==> src/rtl/solve_pkg.sv <==
// Shared types and defaults for the solve sequencer and grid-level benches.
// Enums are reused by anything that decodes sequencer status.
package solve_pkg;

  typedef enum logic [2:0] {
    S_IDLE,
    S_CLEAR,
    S_LAUNCH,
    S_RUN,
    S_REPORT
  } state_e;

  typedef enum logic [1:0] {
    ST_SUCCESS = 2'd0,
    ST_FAILURE = 2'd1,
    ST_TIMEOUT = 2'd2,
    ST_ABORT   = 2'd3
  } status_e;

  localparam int CLR_CYCLES_DEF = 2;
  localparam int CNT_W_DEF      = 32;
  localparam int TIMEOUT_DEF    = 1 << 20;

endpackage

==> src/rtl/sat_counter.sv <==
// Clearable, enabled up-counter that sticks at all-ones.
// Used to count RUN-state cycles of a solve.
module sat_counter #(
  parameter int W = 32
) (
  input  logic         clk,
  input  logic         rst_n,
  input  logic         clear,
  input  logic         enable,
  output logic [W-1:0] count
);

  always_ff @(posedge clk or negedge rst_n) begin
    if (!rst_n) begin
      count <= '0;
    end else if (clear) begin
      count <= '0;
    end else if (enable && (count != '1)) begin
      count <= count + W'(1);
    end
  end

endmodule

==> src/rtl/solve_sequencer.sv <==
// Sequences one grid solve: clear, start pulse, wait for done, report.
// Optional RUN-state timeout enabled by defining SOLVE_TIMEOUT_EN.
module solve_sequencer
  import solve_pkg::*;
#(
  parameter int CLR_CYCLES     = CLR_CYCLES_DEF,
  parameter int CNT_W          = CNT_W_DEF,
  parameter int TIMEOUT_CYCLES = TIMEOUT_DEF
) (
  input  logic             clock,
  input  logic             reset,
  input  logic             req_valid,
  output logic             req_ready,
  input  logic             abort,
  output logic             res_valid,
  input  logic             res_ready,
  output logic [1:0]       res_status,
  output logic [CNT_W-1:0] res_cycles,
  output logic             busy,
  output logic             grid_reset,
  output logic             grid_start,
  input  logic             done_success,
  input  logic             done_failure
);

  localparam int CLW = $clog2(CLR_CYCLES + 1);

  state_e           state;
  logic [CLW-1:0]   clr_cnt;
  logic [CNT_W-1:0] cnt;
  logic             accept;
  logic             fin;
  status_e          fin_status;

  assign accept = (state == S_IDLE) && req_valid && req_ready;

  sat_counter #(.W(CNT_W)) u_cnt (
    .clk    (clock),
    .rst_n  (reset),
    .clear  (accept || (state == S_LAUNCH)),
    .enable (state == S_RUN),
    .count  (cnt)
  );

  // Abort outranks done; success outranks failure; any done outranks timeout.
  always_comb begin
    fin        = 1'b0;
    fin_status = ST_SUCCESS;
    if (abort && (state inside {S_CLEAR, S_LAUNCH, S_RUN})) begin
      fin        = 1'b1;
      fin_status = ST_ABORT;
    end else if (state == S_RUN) begin
      if (done_success) begin
        fin        = 1'b1;
        fin_status = ST_SUCCESS;
      end else if (done_failure) begin
        fin        = 1'b1;
        fin_status = ST_FAILURE;
      end
`ifdef SOLVE_TIMEOUT_EN
      else if (cnt == CNT_W'(TIMEOUT_CYCLES - 1)) begin
        fin        = 1'b1;
        fin_status = ST_TIMEOUT;
      end
`endif
    end
  end

`ifndef SOLVE_TIMEOUT_EN
  logic unused_timeout;
  assign unused_timeout = ^TIMEOUT_CYCLES;
`endif

  always_ff @(posedge clock or negedge reset) begin
    if (!reset) begin
      state      <= S_IDLE;
      clr_cnt    <= '0;
      req_ready  <= 1'b0;
      res_valid  <= 1'b0;
      res_status <= 2'd0;
      res_cycles <= '0;
      busy       <= 1'b0;
      grid_reset <= 1'b1;
      grid_start <= 1'b0;
    end else begin
      grid_start <= 1'b0;
      if (fin) begin
        state      <= S_REPORT;
        res_status <= fin_status;
        res_cycles <= cnt;
        res_valid  <= 1'b1;
        busy       <= 1'b0;
        grid_reset <= 1'b1;
      end else begin
        unique case (state)
          S_IDLE: begin
            req_ready  <= 1'b1;
            grid_reset <= 1'b1;
            if (accept) begin
              state     <= S_CLEAR;
              req_ready <= 1'b0;
              busy      <= 1'b1;
              clr_cnt   <= CLW'(CLR_CYCLES);
            end
          end
          S_CLEAR: begin
            clr_cnt <= clr_cnt - CLW'(1);
            if (clr_cnt == CLW'(1)) state <= S_LAUNCH;
          end
          S_LAUNCH: begin
            grid_start <= 1'b1;
            grid_reset <= 1'b0;
            state      <= S_RUN;
          end
          S_RUN: begin
            grid_reset <= 1'b0;
          end
          S_REPORT: begin
            if (res_ready) begin
              state     <= S_IDLE;
              res_valid <= 1'b0;
              req_ready <= 1'b1;
            end
          end
          default: state <= S_IDLE;
        endcase
      end
    end
  end

endmodule

==> config.mk <==
export PLATFORM = sky130hd
export DESIGN_NAME = solve_sequencer
export DESIGN_NICKNAME = d
export VERILOG_FILES = /design/src/rtl/solve_pkg.sv /design/src/rtl/sat_counter.sv /design/src/rtl/solve_sequencer.sv
export SDC_FILE = /design/constraint.sdc
export NUM_CORES = 1
export LEC_CHECK = 0
export ABC_AREA = 0
export BUFFER_PORTS_ARGS = -buffer_cell sky130_fd_sc_hd__buf_4
export CAP_MARGIN = 20
export CORE_UTILIZATION = 62
export DETAILED_ROUTE_END_ITERATION = 10
export GPL_TIMING_DRIVEN = 0
export PLACE_DENSITY = 0.85
export RECOVER_POWER = 50
export REMOVE_ABC_BUFFERS = 1
export SYNTH_ARGS = -nofsm -noshare
export SYNTH_HDL_FRONTEND = slang
export SYNTH_SLANG_ARGS = --single-unit
export TNS_END_PERCENT = 5
==> constraint.sdc <==
create_clock -name clock -period 6.25 [get_ports clock]
set_input_delay 0 -clock clock [delete_from_list [all_inputs] [get_ports clock]]
set_output_delay 0 -clock clock [all_outputs]
set_load 0.02 [all_outputs]
==> qor.yml, run 1 <==
dpl.cell_count: 421
place_hpwl_mm: 4.843
cp_cell_sequence: "dlygate4sd3_1 -> clkbuf_1"
setup_tns_ps: 0
netlist_area_um2: 3638
grt_use_met1_pct: 33.15
powerDensity_nw_per_um2: 309.7
area_growth_pct: 13.72
regArea_um2: 1903
syn_inst: 318
power_mw: 1.282
fin_nets: 374
initial_utilization_pct: 65.27
status: "finished, violations left"
grt_use_total_pct: 25.73
insertion_delay_ps: 340
final.min_clock_period_ps: 3734
p_seq_share_pct: 45.7
layout_worst_path_cycle_share_pct: 59.74
peakVddDrop_mv: 0.2034
violations: "capacitance limit, slew limit"
worstPathArrival_ps: 3290
nFillCells: 431
worst_hold_slack_ps: 31.36
cts_resized: 0
layout_common_cells: "dfrtp_1, clkbuf_1, mux2_2, nor2_1, nand2_1"
htreeDepth: 3
hold_viol: 0
grt_pass1_wl_mm: 12.25
cts_tree: "done"
path_clk_slew_ps: 70
r2r_cells: 6
min_to: "res_status[1]"
synth_warnings: 0
io_buffers: 45
final_cells: 442
combPwrFrac_pct: 24.9
pwr-share-clk_pct: 29.4
slew_viol_final: 77
place.gp.congestion: 0.8429
max-slew-margin-rel_pct: -159.7
drive_above_1_share_pct: 18.92
ios: 46
final_area_um2: 4138
p_sw_share_pct: 32.29
yosysSeqAreaShare_pct: 52.30
layout_commonest_cell: "dfrtp_1"
rsz0062_at_grt: "false"
clock_sinks: 76
max_freq_ghz: 0.2678
drt_pre_antenna_iters: 4
cts_buffer_depth: 2
fp.dieH_um: 78.61
ys.flop_type: "dfrtp_1"
drv_cap: 1
rows: 27
routedWlPerCell_um: 16.18
antennaDiodeCount: 0
die_x_um: 78.61
critPathMaxStageDelay_ps: 2720
r2r_slack_ps: 3450
die_area_um2: 6179
skew_ps: 6.891
final_antenna_net_count: 0
tightest_slew_ps: 3896
startpoint_type: "input pin"
routed_wl_mm: 7.153
multi_input_area_um2: 1633
internal-power_uw: 867.7
vias_per_cell: 6.070
drt_iter0_drc: 137
grt_util_met2_pct: 42.35
synth-async-reset-ratio_pct: 100.0
place_area_um2: 4036
crit_type: "input pin to asynchronous set/reset pin"
synth-edff-count: 0
cts_root_buf: "clkbuf_8"
syn_avg_cell_area_um2: 11.44
drc: 0
gr-usage-met3_pct: 4.302
crit_required_ps: 5800
p_leak_nw: 1.820
grt_pass1_vias: 2659
worstHoldPathType: "input pin to register"
cts_made_buffers: 9
cts_setup_buffers: 0
slowest_stage: "clkbuf_1"
timing.rr.end: "u_cnt.count[17]"
worstReg2RegStart: "u_cnt.count[0]"
path_buf_inv: 2
crit_fanout: 76
yosysUniqueCellTypes: 48
grt_antenna_before_repair: 0
synth_seq_cells: 76
overflow: 0
grt_max_degree: 77
whs_path_depth: 4
core-area_um2: 5574
crit_path_end_kind: "asynchronous set/reset pin"
finalSetupViolCount: 0
hold_start: "done_failure"
num_vias: 2683
busiest_layer: "met2"
cts.hold.buffers_added: 5
crit_family: "buffers and inverters"
switchingPower_uw: 413.8
## cell families (layout without fill, tap and decap cells)
group / count (synthesis) / count (layout) / share of synthesized area [%]
xor+xnor: 17 / 17 / 4.092
mux: 37 / 37 / 11.28
flops: 76 / 76 / 52.30
simple gates: 109 / 109 / 17.43
compound gates: 53 / 53 / 10.97
fa+ha+maj: 2 / 2 / 0.6876
buf+inv: 24 / 76 / 3.232
## Yosys cell counts, types with 4 or more instances
cell type,number,share of area [%]
nor4_1,6,1.0
buf_2,4,0.55
o21ai_0,6,0.83
dfrtp_1,75,52
or4_1,8,1.7
nand4_1,8,1.4
a21oi_1,16,2.2
nand3_1,13,1.8
mux2i_1,5,1.4
a211oi_1,6,1.2
mux2_2,32,9.9
xnor2_1,17,4.1
o31ai_1,8,1.7
nor3_1,4,0.55
nand2_1,19,2.0
clkbuf_1,5,0.52
nor2_1,27,2.8
inv_1,8,0.83
## power groups by stage
| stage | combinational (mW) | sequential (mW) | clock (mW) |
|---|---|---|---|
| 3_3_place_gp | 0.299 | 0.592 | 0 |
| 3_5_place_dp | 0.333 | 0.595 | 0 |
| 2_1_floorplan | 0.181 | 0.612 | 0 |
| 4_1_cts | 0.340 | 0.586 | 0.384 |
| 6_report | 0.319 | 0.586 | 0.376 |
| 5_1_grt | 0.351 | 0.594 | 0.405 |
## stage by stage
step	worst slack [ps]	util [%]
2_1_floorplan	3175	-
3_3_place_gp	2348	71.38
3_5_place_dp	3471	72.41
4_1_cts	3452	76.92
5_1_grt	1681	74.23
6_report	2516	74.23
## worst max-delay path by stage
stage              startpoint         endpoint  slack [ps]  depth (start not counted)
2_1_floorplan        state[0]    res_cycles[0]        3180                          4
3_3_place_gp         state[0]   res_cycles[16]        2350                          4
3_5_place_dp   u_cnt.count[0]   u_cnt.count[7]        3470                          6
4_1_cts        u_cnt.count[0]  u_cnt.count[17]        3450                          6
5_1_grt                 reset   res_cycles[31]        1680                          2
6_report                reset   res_cycles[23]        2520                          2
## flip-flops by register name, indices dropped and copies added, names as in the netlist, 2 cells and up
name         cells
clr_cnt          2
res_cycles      32
res_status       2
state            3
u_cnt.count     32
## area by class of cell
class | count | area share [%]
clock inverter | 5 | 1.210
tap | 72 | 2.177
timing repair buffer | 52 | 6.774
inverter | 8 | 0.7257
multi-input combinational | 218 | 39.46
sequential | 76 | 45.99
clock buffer | 11 | 3.659
## metal layers
metal	up-vias	wire length, µm
li1	1261	-
met4	0	114
met1	1342	3117
met5	-	0
met3	13	250
met2	67	3670
No activity file was read; power rests on OpenSTA's default activity.
==> run 2, diff against run 1 <==
--- a/config.mk
+++ b/config.mk
@@ -5,13 +5,13 @@
 export SDC_FILE = /design/constraint.sdc
 export NUM_CORES = 1
 export LEC_CHECK = 0
-export ABC_AREA = 0
+export ABC_AREA = 1
 export BUFFER_PORTS_ARGS = -buffer_cell sky130_fd_sc_hd__buf_4
 export CAP_MARGIN = 20
-export CORE_UTILIZATION = 62
+export CORE_UTILIZATION = 53
 export DETAILED_ROUTE_END_ITERATION = 10
 export GPL_TIMING_DRIVEN = 0
-export PLACE_DENSITY = 0.85
+export PLACE_DENSITY = 0.76
 export RECOVER_POWER = 50
 export REMOVE_ABC_BUFFERS = 1
 export SYNTH_ARGS = -nofsm -noshare
==> constraint.sdc (replaced) <==
create_clock -name clock -period 3.1 [get_ports clock]
set_input_delay 0 -clock clock [delete_from_list [all_inputs] [get_ports clock]]
set_output_delay 0 -clock clock [all_outputs]
set_load 0.02 [all_outputs]
==> qor.yml, run 2 <==
violations: "capacitance limit, slew limit"
cts_tree: "done"
syn_avg_cell_area_um2: 7.359
crit_required_ps: 3390
initial_utilization_pct: 56.08
hold_viol: 0
dpl.cell_count: 660
pre_cts_slack_ps: 553.1
core-area_um2: 6982
place_hpwl_mm: 6.071
io_buffers: 45
synth_warnings: 0
rsz0062_at_grt: "false"
drive_above_1_share_pct: 6.678
ys.flop_type: "dfrtp_1"
cts_setup_buffers: 0
die_area_um2: 7734
num_vias: 3373
yosysMostFrequentCell: "nand2_1"
max-slew-margin-rel_pct: -20.51
crit_type: "register to register"
final.min_clock_period_ps: 2577
routedWlPerCell_um: 12.74
peakVddDrop_mv: 0.2963
grt_pass1_vias: 3160
ios: 46
synth_top_area_share_pct: 47.94
setup_slack_ps: 522.5
whs_path_depth: 5
synth-async-reset-ratio_pct: 100.0
grt_pass1_wl_mm: 14.48
r2r_slack_ps: 520
cp_cell_sequence: "ha_1 -> inv_2 -> nor2_4 -> nand2_2 -> nor2_4 -> a21oi_2 -> buf_8 -> nor2_4 -> nand2_1 -> nand2_1"
fin_nets: 588
layout_commonest_cell: "nand2_1"
place.gp.congestion: 0.8759
cts_buffer_depth: 2
grt_antenna_before_repair: 0
synth_common_cells: "nand2_1, dfrtp_1, nor2_1, inv_1, nand3_1"
cts_root_buf: "clkbuf_8"
cts_made_buffers: 9
tightest_slew_ps: 1808
htreeDepth: 3
fp.dieH_um: 87.95
routed_wl_mm: 8.665
grt_use_total_pct: 24.62
crit_path_frequent_cell: "nor2_4"
startpoint_type: "register"
skew_ps: 10.44
powerDensity_nw_per_um2: 622.2
vias_per_cell: 4.960
path_clk_slew_ps: 90
area_growth_pct: 14.32
final_antenna_net_count: 0
crit_path_end_kind: "register"
drt_iter0_drc: 148
overflow: 0
max_freq_ghz: 0.3880
rows: 30
layout_worst_path_cycle_share_pct: 83.14
status: "finished, violations left"
netlist_area_um2: 3915
path_buf_inv: 2
final_cells: 680
synth_top_area_cell: "dfrtp_1"
cts_resized: 0
finalSetupViolCount: 0
die_x_um: 87.95
yosysUniqueCellTypes: 28
final_area_um2: 4476
min_to: "res_status[1]"
hold_start: "abort"
synthTopCellsByArea: "dfrtp_1, nand2_1, nor2_1"
worstReg2RegStart: "u_cnt.count[0]"
r2r_cells: 10
synth-edff-count: 0
drc: 0
yosysSeqAreaShare_pct: 48.61
antennaDiodeCount: 0
grt_max_degree: 77
p_leak_nw: 2.200
critPathMaxStageDelay_ps: 570
slew_viol_final: 77
worstPathArrival_ps: 2870
syn_inst: 532
crit_family: "simple AND/OR/NAND/NOR gates"
timing.rr.end: "u_cnt.count[19]"
synth_seq_cells: 76
layout_common_cells: "nand2_1, dfrtp_1, nor2_1, inv_1, clkbuf_1"
worstHoldPathType: "input pin to register"
nFillCells: 651
drt_pre_antenna_iters: 4
place_area_um2: 4359
slowest_stage: "nor2_4"
crit_fanout: 31
top_regs: "res_cycles: 32 flops, u_cnt.count: 32 flops, state: 3 flops"
insertion_delay_ps: 360
cts.hold.buffers_added: 4
clock_sinks: 76
drv_cap: 1
setup_tns_ps: 0
[run 2: cell count changes after synthesis, sizes merged, moves of 9 or more]
cell / change
xnor2: -15
o21ai: +18
mux2: -32
nand2: +217
xor2: +10
a21oi: -14
or4: -9
nand3: +12
nor2: +38
inv: +35
[run 2: metal layers]
metal / vias up / part of all wire, % / track usage [%]
met4: 0 / 1.5 / 10.28
met2: 66 / 45 / 38.76
met1: 1531 / 50 / 33.41
met3: 14 / 3.5 / 4.713
li1: 1762 / - / -
met5: - / 0 / 0
[run 2: worst max path at each step]
stage,start,to,cells after the start
CTS,u_cnt.count[0],u_cnt.count[4],10
finish,u_cnt.count[0],u_cnt.count[19],10
global route,u_cnt.count[0],u_cnt.count[27],10
floorplan,state[1],state[1],5
detailed placement,u_cnt.count[0],u_cnt.count[19],10
global placement,state[1],state[1],5
[run 2: kinds of logic (layout without fill, tap and decap cells)]
| family | after synthesis | in the layout | synth area share (%) |
|---|---|---|---|
| AO/OA/AOI/OAI | 30 | 30 | 4.155 |
| XOR/XNOR | 12 | 12 | 2.685 |
| adder cells (fa/ha/maj) | 2 | 2 | 0.6391 |
| buffers and inverters | 59 | 111 | 6.456 |
| flip-flops | 76 | 76 | 48.61 |
| AND/OR/NAND/NOR | 353 | 353 | 37.46 |
[run 2: cell type report]
| class | instances | area, µm² | area share [%] |
|---|---|---|---|
| flip-flops and latches | 76 | 1903 | 42.52 |
| multi-input cells | 397 | 1767 | 39.47 |
| repair buffers | 52 | 299.0 | 6.682 |
| inverters | 43 | 161.4 | 3.606 |
| clock buffers | 10 | 137.6 | 3.075 |
| well taps | 96 | 120.1 | 2.684 |
| clock inverters | 6 | 87.58 | 1.957 |
[run 2: per-stage QoR]
step | util [%] | hold slack (ps) | power, mW
3_5_place_dp | 62.44 | 201.8 | 1.980
6_report | 64.10 | 80.56 | 2.785
4_1_cts | 66.24 | 59.14 | 2.846
3_3_place_gp | 61.33 | 198.6 | 1.861
5_1_grt | 64.10 | 121.7 | 2.947
2_1_floorplan | - | -295.6 | 1.634
[run 2: worst register-to-register path, delay by kind of cell (launching register included)]
kind | cells | cell delay [ps]
flops | 1 | 430
compound gates | 1 | 190
buf+inv | 2 | 290
fa+ha+maj | 1 | 330
simple gates | 6 | 1250
[run 2: report_power, final]
group	leakage (nW)	switching, mW	internal, mW
Combinational	1.06	0.552	0.232
Clock	0.105	0.376	0.473
Sequential	1.04	0.0651	1.09
==> run 3, diff against run 2 <==
--- a/config.mk
+++ b/config.mk
@@ -8,10 +8,10 @@
 export ABC_AREA = 1
 export BUFFER_PORTS_ARGS = -buffer_cell sky130_fd_sc_hd__buf_4
 export CAP_MARGIN = 20
-export CORE_UTILIZATION = 53
+export CORE_UTILIZATION = 58
 export DETAILED_ROUTE_END_ITERATION = 10
 export GPL_TIMING_DRIVEN = 0
-export PLACE_DENSITY = 0.76
+export PLACE_DENSITY = 0.79
 export RECOVER_POWER = 50
 export REMOVE_ABC_BUFFERS = 1
 export SYNTH_ARGS = -nofsm -noshare
==> constraint.sdc (replaced) <==
create_clock -name clock -period 2.45 [get_ports clock]
set_input_delay 0 -clock clock [delete_from_list [all_inputs] [get_ports clock]]
set_output_delay 0 -clock clock [all_outputs]
set_load 0.02 [all_outputs]
==> qor.yml, run 3 (same netlist as run 2, synthesis figures left out) <==
status: "finished, violations left"
violations: "DRC, capacitance limit, slew limit"
clock_sinks: 76
top_regs: "res_cycles: 32 flops, u_cnt.count: 32 flops, state: 3 flops"
layout_common_cells: "nand2_1, dfrtp_1, nor2_1, inv_1, clkbuf_1"
vias_per_cell: 5.311
initial_utilization_pct: 60.96
grt_use_total_pct: 27.79
overflow: 0
crit_type: "register to register"
drt_pre_antenna_iters: 8
dpl.cell_count: 640
place_hpwl_mm: 6.174
slowest_stage: "dfrtp_1"
hold_start: "req_valid"
htreeDepth: 3
slew_viol_final: 77
io_buffers: 45
place.gp.congestion: 0.8702
layout_worst_path_cycle_share_pct: 93.72
peakVddDrop_mv: 0.6061
grt_antenna_before_repair: 0
insertion_delay_ps: 360
cts_root_buf: "clkbuf_8"
r2r_slack_ps: 150
routed_wl_mm: 9.232
path_clk_slew_ps: 80
rows: 29
final_cells: 663
crit_fanout: 17
multi_input_area_um2: 1808
worst_hold_slack_ps: 134.9
critPathMaxStageDelay_ps: 450
grt_max_degree: 77
final.min_clock_period_ps: 2296
worstHoldPathType: "input pin to register"
die_x_um: 84.16
setup_tns_ps: 0
max-slew-margin-rel_pct: -22.27
regArea_um2: 1903
final_antenna_net_count: 0
crit_required_ps: 2750
worstReg2RegStart: "u_cnt.count[0]"
area_growth_pct: 14.22
layout_commonest_cell: "nand2_1"
drv_cap: 1
min_to: "busy"
num_vias: 3521
power_mw: 3.570
crit_path_frequent_cell: "nor2_4"
cts_made_buffers: 9
p_leak_nw: 2.207
drive_above_1_share_pct: 7.167
r2r_cells: 9
crit_path_start: "u_cnt.count[0]"
nFillCells: 589
ios: 46
skew_ps: 8.284
fp.dieH_um: 84.16
drt_iter0_drc: 273
rsz0062_at_grt: "false"
whs_path_depth: 4
crit_path_end_kind: "register"
finalSetupViolCount: 0
fin_nets: 590
worstPathArrival_ps: 2590
antennaDiodeCount: 0
powerDensity_nw_per_um2: 798.4
grt_pass1_wl_mm: 15.41
tightest_slew_ps: 1834
die_area_um2: 7083
cts_tree: "done"
cp_cell_sequence: "ha_1 -> inv_2 -> nor2_4 -> nand2_2 -> nor2_4 -> a21oi_4 -> nor2_4 -> nand2_1 -> nand2_1"
max_freq_ghz: 0.4355
startpoint_type: "register"
timing.rr.end: "u_cnt.count[17]"
core-area_um2: 6422
hold_viol: 0
routedWlPerCell_um: 13.92
cts_buffer_depth: 2
drc: 9
grt_pass1_vias: 3361
==> run 3: cell types whose count changed in the layout (fill, tap and decap cells not counted), sizes merged <==
| cell | change |
|---|---|
| a21oi | +1 |
| buf | -1 |
| clkinvlp | -2 |
| inv | +2 |
| nor2 | +2 |
==> run 3: area by class of cell <==
| cell class | count | area share, % |
|---|---|---|
| Inverter | 43 | 3.609 |
| Clock inverter | 6 | 2.098 |
| Clock buffer | 10 | 3.078 |
| Timing Repair Buffer | 51 | 6.072 |
| Sequential cell | 76 | 42.56 |
| Tap cell | 77 | 2.154 |
| Multi-Input combinational cell | 400 | 40.43 |
==> run 3: critical path: cells and delay by family (launching register included) <==
kind                       cells  cell delay (ps)
and+or+nand+nor                6             1150
DFF                            1              450
adders and majority gates      1              340
AOI/OAI and AO/OA              1              210
buffers and inverters          1               70
==> run 3: how the worst max path moves through the flow <==
stage,endpoint,slack (ps),depth (start not counted)
2_1_floorplan,state[1],-110,5
3_3_place_gp,state[1],-910,5
3_5_place_dp,u_cnt.count[31],-60,9
4_1_cts,u_cnt.count[30],10,9
5_1_grt,u_cnt.count[28],20,9
6_report,u_cnt.count[17],150,9
==> run 3: repair_timing <==
action,CTS,global route
pin swaps,1,2
buffers inserted,0,0
hold endpoints to repair,78,0
cloned,1,2
gates resized for setup,1,2
endpoints found under the setup margin,31,33
hold buffers,4,0
==> run 3: stage by stage <==
step	area (µm²)	setup slack, ps	utilization, %
2_1_floorplan	3824	-111.3	-
3_3_place_gp	4258	-905.8	66.30
3_5_place_dp	4315	-56.03	67.19
4_1_cts	4598	12.64	71.60
5_1_grt	4472	16.65	69.63
6_report	4472	154.0	69.63
==> run 3: power by group <==
group | total (mW) | leakage [nW] | internal (mW) | switching (mW)
logic | 1.02 | 1.06 | 0.276 | 0.744
clock network | 1.09 | 0.113 | 0.610 | 0.485
registers | 1.46 | 1.04 | 1.37 | 0.0819
total | 3.57 | 2.21 | 2.26 | 1.31
==> run 3: routing by layer <==
layer  vias up  wire length (µm)  global-route usage [%]
li1       1773                 -                       -
met1      1627              4237                   37.70
met2       108              4328                   44.63
met3        13               504                   5.506
met4         0               163                   10.50
met5         -                 0                       0
